**src/rtl/conway_ctrl.sv**
```systemverilog
// conway_ctrl: generation sequencer for the Conway life datapath.
//
// Steps the row-update engine through every row of the grid. When the last
// row is done it commits the generation by swapping the double-buffered grid.
// It then hands the frame to the display scanner and waits out a programmable
// hold period before the next generation. Free-run stops on its own once a
// committed generation contains no changed rows.
//
// Ports:
//   clk          system clock, rising edge
//   rst_n        asynchronous active-low reset
//   run_en       level, free-run generations while high
//   step         pulse, run one generation from IDLE
//   clear        pulse, synchronous abort plus counter/flag clear
//   period       hold cycles between generations, sampled on HOLD entry
//   row_done     engine pulse, issued row finished
//   row_changed  qualified by row_done, row differs from the previous generation
//   disp_ack     display accepted the committed frame
//   row_start    pulse, engine begins row row_idx
//   row_idx      current row, 0..GRID_W-1
//   buf_sel      read-buffer select; the engine writes !buf_sel
//   commit       pulse, generation complete
//   disp_req     level, frame ready for display
//   gen_count    completed generations, wraps
//   stable       last committed generation had no changed rows
//   busy         high in every state except IDLE
//
// state     | meaning
// ----------+-----------------------------------------------------------
// IDLE      | waiting for step, or run_en with a pattern that still changes
// ROW_ISSUE | row_start pulse for row row_idx
// ROW_WAIT  | waiting for the engine's row_done
// COMMIT    | commit pulse; buffers swap on the exit edge
// DISP      | disp_req held until disp_ack
// HOLD      | hold timer counts down from period to 0

module conway_ctrl #(
  parameter int GRID_W   = 60,
  parameter int PERIOD_W = 16,
  parameter int GEN_W    = 32
) (
  input  logic                clk,
  input  logic                rst_n,
  input  logic                run_en,
  input  logic                step,
  input  logic                clear,
  input  logic [PERIOD_W-1:0] period,
  input  logic                row_done,
  input  logic                row_changed,
  input  logic                disp_ack,
  output logic                row_start,
  output logic [7:0]          row_idx,
  output logic                buf_sel,
  output logic                commit,
  output logic                disp_req,
  output logic [GEN_W-1:0]    gen_count,
  output logic                stable,
  output logic                busy
);

  typedef enum logic [2:0] {
    S_IDLE      = 3'd0,
    S_ROW_ISSUE = 3'd1,
    S_ROW_WAIT  = 3'd2,
    S_COMMIT    = 3'd3,
    S_DISP      = 3'd4,
    S_HOLD      = 3'd5
  } state_t;

  localparam logic [7:0] LAST_ROW = 8'(GRID_W - 1);

  state_t              state_q, state_d;
  logic [7:0]          row_idx_q, row_idx_d;
  logic                buf_sel_q, buf_sel_d;
  logic [GEN_W-1:0]    gen_count_q, gen_count_d;
  logic                stable_q, stable_d;
  logic                acc_q, acc_d;        // any row changed this generation
  logic [PERIOD_W-1:0] timer_q, timer_d;

  always_ff @(posedge clk or negedge rst_n) begin
    if (!rst_n) begin
      state_q     <= S_IDLE;
      row_idx_q   <= '0;
      buf_sel_q   <= 1'b0;
      gen_count_q <= '0;
      stable_q    <= 1'b0;
      acc_q       <= 1'b0;
      timer_q     <= '0;
    end else begin
      state_q     <= state_d;
      row_idx_q   <= row_idx_d;
      buf_sel_q   <= buf_sel_d;
      gen_count_q <= gen_count_d;
      stable_q    <= stable_d;
      acc_q       <= acc_d;
      timer_q     <= timer_d;
    end
  end

  always_comb begin
    state_d     = state_q;
    row_idx_d   = row_idx_q;
    buf_sel_d   = buf_sel_q;
    gen_count_d = gen_count_q;
    stable_d    = stable_q;
    acc_d       = acc_q;
    timer_d     = timer_q;

    if (clear) begin
      // Abort wins over everything, including a row_done/disp_ack this cycle.
      state_d     = S_IDLE;
      row_idx_d   = '0;
      buf_sel_d   = 1'b0;
      gen_count_d = '0;
      stable_d    = 1'b0;
      acc_d       = 1'b0;
      timer_d     = '0;
    end else begin
      unique case (state_q)
        S_IDLE: begin
          // step runs a generation even on a stable pattern; free-run does not.
          if (step || (run_en && !stable_q)) begin
            state_d   = S_ROW_ISSUE;
            row_idx_d = '0;
            acc_d     = 1'b0;
          end
        end

        S_ROW_ISSUE: begin
          state_d = S_ROW_WAIT;
        end

        S_ROW_WAIT: begin
          if (row_done) begin
            acc_d = acc_q | row_changed;
            if (row_idx_q == LAST_ROW) begin
              state_d = S_COMMIT;
            end else begin
              row_idx_d = row_idx_q + 8'd1;
              state_d   = S_ROW_ISSUE;
            end
          end
        end

        S_COMMIT: begin
          buf_sel_d   = ~buf_sel_q;
          gen_count_d = gen_count_q + GEN_W'(1);
          stable_d    = ~acc_q;
          row_idx_d   = '0;
          state_d     = S_DISP;
        end

        S_DISP: begin
          // stable_q already reflects the generation just committed.
          if (disp_ack) begin
            if (!run_en || stable_q) begin
              state_d = S_IDLE;
            end else begin
              state_d = S_HOLD;
              timer_d = period;
            end
          end
        end

        S_HOLD: begin
          if (timer_q == '0) begin
            if (run_en && !stable_q) begin
              state_d   = S_ROW_ISSUE;
              row_idx_d = '0;
              acc_d     = 1'b0;
            end else begin
              state_d = S_IDLE;
            end
          end else begin
            timer_d = timer_q - PERIOD_W'(1);
          end
        end

        default: begin
          state_d = S_IDLE;
        end
      endcase
    end
  end

  assign row_start = (state_q == S_ROW_ISSUE);
  assign commit    = (state_q == S_COMMIT);
  assign disp_req  = (state_q == S_DISP);
  assign busy      = (state_q != S_IDLE);
  assign row_idx   = row_idx_q;
  assign buf_sel   = buf_sel_q;
  assign gen_count = gen_count_q;
  assign stable    = stable_q;

endmodule

```
**config.mk**
```make
export PLATFORM = sky130hd
export DESIGN_NAME = conway_ctrl
export DESIGN_NICKNAME = d
export VERILOG_FILES = /design/src/rtl/conway_ctrl.sv
export SDC_FILE = /design/constraint.sdc
export NUM_CORES = 1
export LEC_CHECK = 0
export ABC_AREA = 1
export CAP_MARGIN = 20
export CELL_PAD_IN_SITES_DETAIL_PLACEMENT = 0
export CELL_PAD_IN_SITES_GLOBAL_PLACEMENT = 1
export CORE_UTILIZATION = 38
export DETAILED_ROUTE_END_ITERATION = 7
export GPL_ROUTABILITY_DRIVEN = 0
export GPL_TIMING_DRIVEN = 0
export HOLD_SLACK_MARGIN = 0.1
export MAX_ROUTING_LAYER = met4
export PLACE_DENSITY_LB_ADDON = 0.1
export SKIP_CTS_REPAIR_TIMING = 1
export SLEW_MARGIN = 10
export SYNTH_ARGS = -nofsm -noshare
export SYNTH_HDL_FRONTEND = slang
export SYNTH_SLANG_ARGS = --single-unit
```
**constraint.sdc**
```tcl
create_clock -name clk -period 2.2 [get_ports clk]
set_input_delay 0.66 -clock clk [delete_from_list [all_inputs] [get_ports clk]]
set_output_delay 0.66 -clock clk [all_outputs]
set_load 0.03 [all_outputs]
```
After elaboration in Yosys (flattened, before gate mapping) --
Cells that the tools add are included.
Operators by class: add/sub/neg operators 3, eq/ne operators 14, muxes and demuxes 33, bitwise logic cells 3, reduce and logical (&&, ||, !) cells 16
Operators with widths (count):
- $mux W16 | 4
- $mux W32 | 2
- $mux W8 | 6
- $add A32 B1 Y32 const B | 1
- $pmux W16 S2 | 1
- $pmux W8 S4 | 1
- $ne A3 B3 Y1 const B | 8
- $mux W3 | 6
- $pmux W3 S6 | 1
- $logic_not A16 Y1 | 1
- $sub A16 B1 Y16 const B | 1
- $mux W1 | 10
- $add A8 B1 Y8 const B | 1
- $eq A8 B6 Y1 const B | 1
- $reduce_and A4 Y1 | 2
- $eq A3 B2 Y1 const B | 2
- $eq A3 B3 Y1 const B | 2
- $reduce_and A6 Y1 | 1
- $reduce_bool A3 Y1 | 2
- $reduce_and A5 Y1 | 1
- $reduce_bool A5 Y1 | 1
- $reduce_bool A4 Y1 | 1
- $eq A3 B1 Y1 const B | 1
- $logic_not A3 Y1 | 1
- other kinds (8) | 11
Storage, ports and cells: register bits 62, input port bits 24, output and inout bits 46, word-level logic and storage cells 76

Logic depth before layout (Yosys ltp) --
depth after elaboration 6, mapped depth 11

Worst setup path after synthesis --
No wires, ideal clock.
kind flip-flop to output port, start point reg state_q[1], end point out row_start, arrival 1.189 ns, data required time 1.540 ns, setup slack 0.351 ns, stages on the path, launching flop included 2, cell sequence dfrtp_1 > nor3_1
On the way: longest elaborated chain between the ends 1
RTL lines:
- from (decl) | line 72 | state_t state_q, state_d;
- from (signal assigned) | line 90 | state_q <= state_d;
- $eq A3 B1 Y1 | line 186 | assign row_start = (state_q == S_ROW_ISSUE);
- to (decl) | line 51 | output logic row_start,
Every way passes these cells.

Worst setup path after layout --
start point reg state_q[1], end point out disp_req
On the way: longest elaborated chain between the ends 1
RTL lines:
- $eq A3 B3 Y1 | line 188 | assign disp_req = (state_q == S_DISP);
- to (decl) | line 55 | output logic disp_req,
Every way passes these cells.

==> results.toml <==
[placed_design]
place.port_buffers = 68
hpwlAfterDp_mm = 8.47
placed_cell_area_um2 = 4960

[clock_tree]
cts.sinks = 62
cts_htree_levels = 3
root_buffer = "clkbuf_8"
cts.clk_slew.worst_paths_ns = 0.08
cts_tree = "built"
cts.path.max_buffers = 2
cts_buffers = 9
clock_latency_ns = 0.35

[sta]
final-hold-violation-count = 0
finalCriticalPeriod_ns = 2.17
slew_headroom = 0.600
rsz0062_at_grt = "yes"
tightest_slew_ns = 0.600
fmax_mhz = 462
final_max_slew_viol_count = 0
setup_viol = 0
finalCritPeriodShare = 0.985
skew_ns = 0.0107

[power]
p_sw_mw = 0.897
pwr-share-clk = 0.401
p_leak_nw = 2.61
peakVddDrop_mv = 0.321
pwr_density_cell_nw_per_um2 = 563
pwr-share-seq = 0.424
netSwitchingFraction = 0.306
pwr-share-comb = 0.175
p_int_mw = 2.03
power_mw = 2.93

[worst_setup_path]
ff2ff_path_depth = 9
arrival_ns = 1.51
end_kind = "output port"
required_ns = 1.54
reg2reg_from = "timer_q[0]$_DFFE_PN0P_"
critPathKind = "register to output port"
critPathMaxFanout = 6
crit_start = "state_q[1]$_DFFE_PN0P_"
ff2ff_setup_slack_ns = 0.29
cp-start-kind = "register"
r2r-end = "timer_q[10]$_DFFE_PN0P_"

[floorplanning]
io_pins = 70
coreArea_um2 = 10400
rows = 37
start_util = 0.394
die_area_um2 = 11200
die_x_um = 106
fp.dieH_um = 106

[drt]
drt_iter0_markers = 180
drtAntennaViolNets = 0
drt-total-wl_mm = 11.4
dr.pass1.iters = 5
drc = 0
vias_per_cell = 4.94
via_count = 4182
routedWlPerCell_um = 13.4

[yosys]
synthTopCellsByCount = "nand2_1, nor2_1, inv_1"
yosys_warnings = 0
postSynthCellCount = 626
syn_area_um2 = 4090
synth.distinct_cells = 37
syn_avg_cell_area_um2 = 6.53
synth-seq-cells = 62
syn_nets = 653
yosysMostFrequentCell = "nand2_1"
async_flop_share = 1.00
synth.top_cell.area_share = 0.379
ys_seq_area_frac = 0.379
ys.flop_type = "dfrtp_1"
synth_edf_count = 0
synthTopCellsByArea = "dfrtp_1, nand2_1, nor2_1"
synth_area_leader_cell = "dfrtp_1"

[final_layout]
layout-drive-gt1-share = 0.0802
finalNetCount = 733
antenna_cells = 0
design_area_um2 = 5200
areaGrowthSynthToFinish_pct = 27.2

[grt]
grt_max_degree = 37
grt_pass1_wl_mm = 19.5
antenna_found_initial = 0
track_usage = 0.226
grt_overflow = 0
grt_pass1_vias = 4030

[outcome]
status = "completed"

[job]
drv_cap = 0

[hold_path]
min_path_type = "input port to async pin"
[logic make-up (layout without fill, tap and decap cells)]
kind of cell,Yosys count,in the layout,share of synthesized area
flip-flops,62,62,0.379
XOR/XNOR,5,5,0.0107
adder cells (fa/ha/maj),3,3,0.00918
AND/OR/NAND/NOR,410,410,0.427
AO/OA/AOI/OAI,69,69,0.0967
buffers and inverters,77,162,0.0765
[state kept, by name (all words and copies together) (netlist names)]
| register | flops |
|---|---|
| row_idx | 8 |
| stable | 1 |
| gen_count | 32 |
| timer_q | 16 |
| buf_sel | 1 |
| state_q | 3 |
| acc_q | 1 |
[power by group through the flow]
stage / clock network [mW] / logic [mW] / registers (mW)
finish: 1.17 / 0.513 / 1.24
global route: 1.25 / 0.584 / 1.25
CTS: 1.20 / 0.524 / 1.24
detailed placement: 0 / 0.522 / 1.26
global placement: 0 / 0.514 / 1.26
floorplan: 0 / 0.330 / 1.26
[stage by stage]
stage | hold slack, ns | setup slack (ns) | util | TNS (ns) | std cells
after CTS | 0.231 | -0.448 | 0.500 | -1.49 | 847
after floorplan | 0.364 | 0.351 | - | 0 | 626
after global routing | 0.233 | -0.0381 | 0.502 | -0.0381 | 847
after detailed placement | 0.482 | -0.0727 | 0.478 | -0.103 | 831
after global placement | 0.481 | -1.85 | 0.476 | -114.46 | 830
final | 0.224 | 0.0338 | 0.502 | 0 | 847
[final cells by class]
type                            instances  area, µm²
Sequential cell                        62       1550
Clock buffer                           10        138
Inverter                               67        254
Fill cell                            1080       5170
Tap cell                              136        170
Multi-Input combinational cell        487       2230
Timing Repair Buffer                   69        716
Clock inverter                          6       85.1
Buffer                                 10       61.3
[worst max path at each step]
stage / to / slack, ns
floorplan: row_start / 0.35
global placement: row_idx[4]$_DFFE_PN0P_ / -1.85
detailed placement: disp_req / -0.07
CTS: disp_req / -0.45
global route: disp_req / -0.04
finish: disp_req / 0.03
[per-layer routing]
metal	GRT usage	wire [µm]
met4	0.0675	131
met3	0.0284	422
met1	0.289	5360
met5	-	0
met2	0.374	5440
[critical path, stage by stage, from the launching register on]
cell and delay (ns):
dfrtp_1 0.46, nor2_2 0.17, inv_1 0.07, nor2_1 0.22, buf_2 0.25
[placed cells by master (no fill, tap or decap), types with 3 or more instances in the layout]
cell / instances
dlymetal6s2s_1: 13
or2_2: 4
buf_2: 5
inv_1: 64
nand3_2: 3
nand3_1: 41
nand2_2: 3
xor2_1: 3
dfrtp_1: 62
nor3_1: 13
clkdlybuf4s50_1: 51
clkbuf_8: 10
nor2_1: 98
nor2_4: 4
nand2_1: 217
a21oi_1: 16
nand4_1: 13
o21bai_1: 3
ha_1: 3
nor2_2: 4
nand3b_1: 4
o21ai_0: 36
o21ai_2: 5
Note: power is estimated with default switching activity, not from simulation.
==> edit, RTL diff (config.mk and constraints unchanged) <==
Register the input `period` before use. The logic sees it one clock later. The other inputs are not delayed to match. Comments in the files are not updated.
--- a/src/rtl/conway_ctrl.sv
+++ b/src/rtl/conway_ctrl.sv
@@ -71,2 +71,8 @@
 
+  logic [PERIOD_W-1:0] period_q;
+
+  always_ff @(posedge clk) begin
+    period_q <= period;
+  end
+
   state_t              state_q, state_d;
@@ -159,3 +165,3 @@
               state_d = S_HOLD;
-              timer_d = period;
+              timer_d = period_q;
             end
Formal check against the unedited RTL: same outputs for any inputs over 10 cycles, from zero or initial values and one cycle with rst_n low; that may be too few to reach the edited logic, so the function may still have changed.
==> edit against the original RTL <==
Utilization is 0.57 points higher; synthesized area is 7.9% higher; critical path depth is 3 lower; setup slack better by 0.015 ns; wire length is 2.0% higher; count of clock-buffer cells in the layout is 2 higher; clock skew is 0.00089 ns lower; critical endpoint is now gen_count[4]; final area is 8.0% higher; global-route usage is 1.1 points lower; first-iteration DRC count is 2.2% higher; sequential cell count is 16 higher; sequential share of layout area is 3.5 points higher.
Power is not compared: it rests on default switching activity, and its combinational part moved more than twofold at a synthesized area within 25%.
==> edit: results (changes against the original RTL) <==
Drt
  • First drt pass iteration count: 4 (was 5)
  • Final WL: 11600 um (was 11400 um)
  • Vias: 4244 (was 4182)
  • Drt initial violations: 184 (was 180)

Synthesis
  • Main area contributors after synthesis: dfrtp_1 35%, nand2_1 16%, nor2_1 8.2% (was dfrtp_1 38%, nand2_1 20%, nor2_1 9.1%)
  • Post-synthesis adder-cell area fraction: 0.851% (was 0.918%)
  • Xor and xnor area share after synthesis: 0.993% (was 1.07%)
  • Post-synth top cells: 189 x nand2_1, 96 x nor2_1, 67 x inv_1 (was 217 x nand2_1, 99 x nor2_1, 64 x inv_1)
  • Area fraction in compound gates after synthesis: 8.34% (was 9.67%)
  • Post-synth cell types: 38 (was 37)
  • Syn Nets: 669 (was 653)
  • Sequential share of the synthesized area: 42.4% (was 37.9%)
  • Ys async rst share: 79.5% (was 100%)

Clocking
  • CTS buffer count: 9 (unchanged)
  • Root Driver: clkbuf_16 (was clkbuf_8)
  • Clock Pin Slew Worst Setup and Hold Paths: 0.06 ns (was 0.08 ns)

Placement
  • DP Wirelength: 8750 um (was 8470 um)
  • I/O Buffers: 69 (was 68)
  • Placed Area: 0.00530 mm^2 (was 0.00496 mm^2)

GRT
  • Vias in the first global route: 4004 (was 4030)
  • First-pass GRT wire length: 19100 um (was 19500 um)
  • Largest net degree at the start of global routing: 44 (was 37)
  • Met2 Usage GRT: 35.8% (was 37.4%)
  • Tot GR Track Use: 21.4% (was 22.6%)
  • Grt met3 use: 3.68% (was 2.84%)

Critical path
  • Flop2flop setup slack: 0.25 ns (was 0.29 ns)
  • Critical path data arrival time: 1.49 ns (was 1.51 ns)
  • CP max-delay cell: clkdlybuf4s50_1 (was dfrtp_1)
  • R2r worst-path depth: 11 (was 9)
  • Delay-heaviest family, CP: buffers and inverters (was flip-flops)
  • Max stage delay on crit path: 0.71 ns (was 0.46 ns)

Status
  • Status: finished, final reports clean (unchanged)

Final layout
  • Final instance area: 0.00562 mm^2 (was 0.00520 mm^2)
  • Layout cells sized above 1: 7.69% (was 8.02%)
  • Fill count: 1148 (was 1080)

Pwr
  • Leakage Power: 2.77 nW

STA
  • Slew @ Worst Pin: 0.536 ns (was 0.600 ns)
-- edit: layer usage --
layer	vias up	wire length [um]
met3	10	286
met1	1958	5320
li1	2219	-
met2	57	5800
met4	0	171
met5	-	0
-- edit: how the worst max path moves through the flow --
| stage | startpoint | end | slack [ns] | depth (start not counted) |
|---|---|---|---|---|
| 2_1_floorplan | state_q[1]$_DFFE_PN0P_ | row_start | 0.38 | 1 |
| 3_3_place_gp | rst_n | row_idx[0]$_DFFE_PN0P_ | -1.83 | 1 |
| 3_5_place_dp | clear | timer_q[0]$_DFFE_PN0P_ | -0.47 | 5 |
| 4_1_cts | state_q[1]$_DFFE_PN0P_ | disp_req | -0.31 | 4 |
| 5_1_grt | gen_count[16]$_DFFE_PN0N_ | gen_count[16] | 0.005 | 1 |
| 6_report | gen_count[4]$_DFFE_PN0N_ | gen_count[4] | 0.05 | 1 |
-- edit: logic make-up (layout without fill, tap and decap cells) --
group,after synthesis,after routing
DFF,78,78
adders and majority gates,3,3
buffers and inverters,86,172
xor gates and xnor gates,5,5
AOI/OAI and AO/OA,69,69
and+or+nand+nor,401,401
-- edit: layout make-up --
type	count	area share, %
well taps	140	3.12
inverters	73	4.88
plain buffers	13	1.20
flip-flops and latches	78	33.3
clock buffers	12	4.39
repair buffers	70	13.1
multi-input cells	478	39.1
clock inverters	4	0.846
-- edit: worst register-to-register path, delay by kind of cell, from the launching register on --
kind                       cells  cell delay [ns]
buffers and inverters          2             0.26
and+or+nand+nor                8             0.97
adders and majority gates      1             0.22
DFF                            1             0.43
-- edit: metrics by stage --
stage	power, W	TNS (ns)	hold slack, ns	instances
global placement	0.00338	-120.59	0.493	851
floorplan	0.00292	0	0.364	642
detailed placement	0.00340	-8.25	0.509	852
finish	0.00486	0	0.199	868
CTS	0.00493	-1.67	0.203	868
global route	0.00519	0	0.211	868
-- edit: where the power goes --
group          internal, W  leakage (nW)  switching, W
sequential         0.00159         0.983      0.000207
combinational     0.000544          1.64       0.00101
clock             0.000907         0.143      0.000597
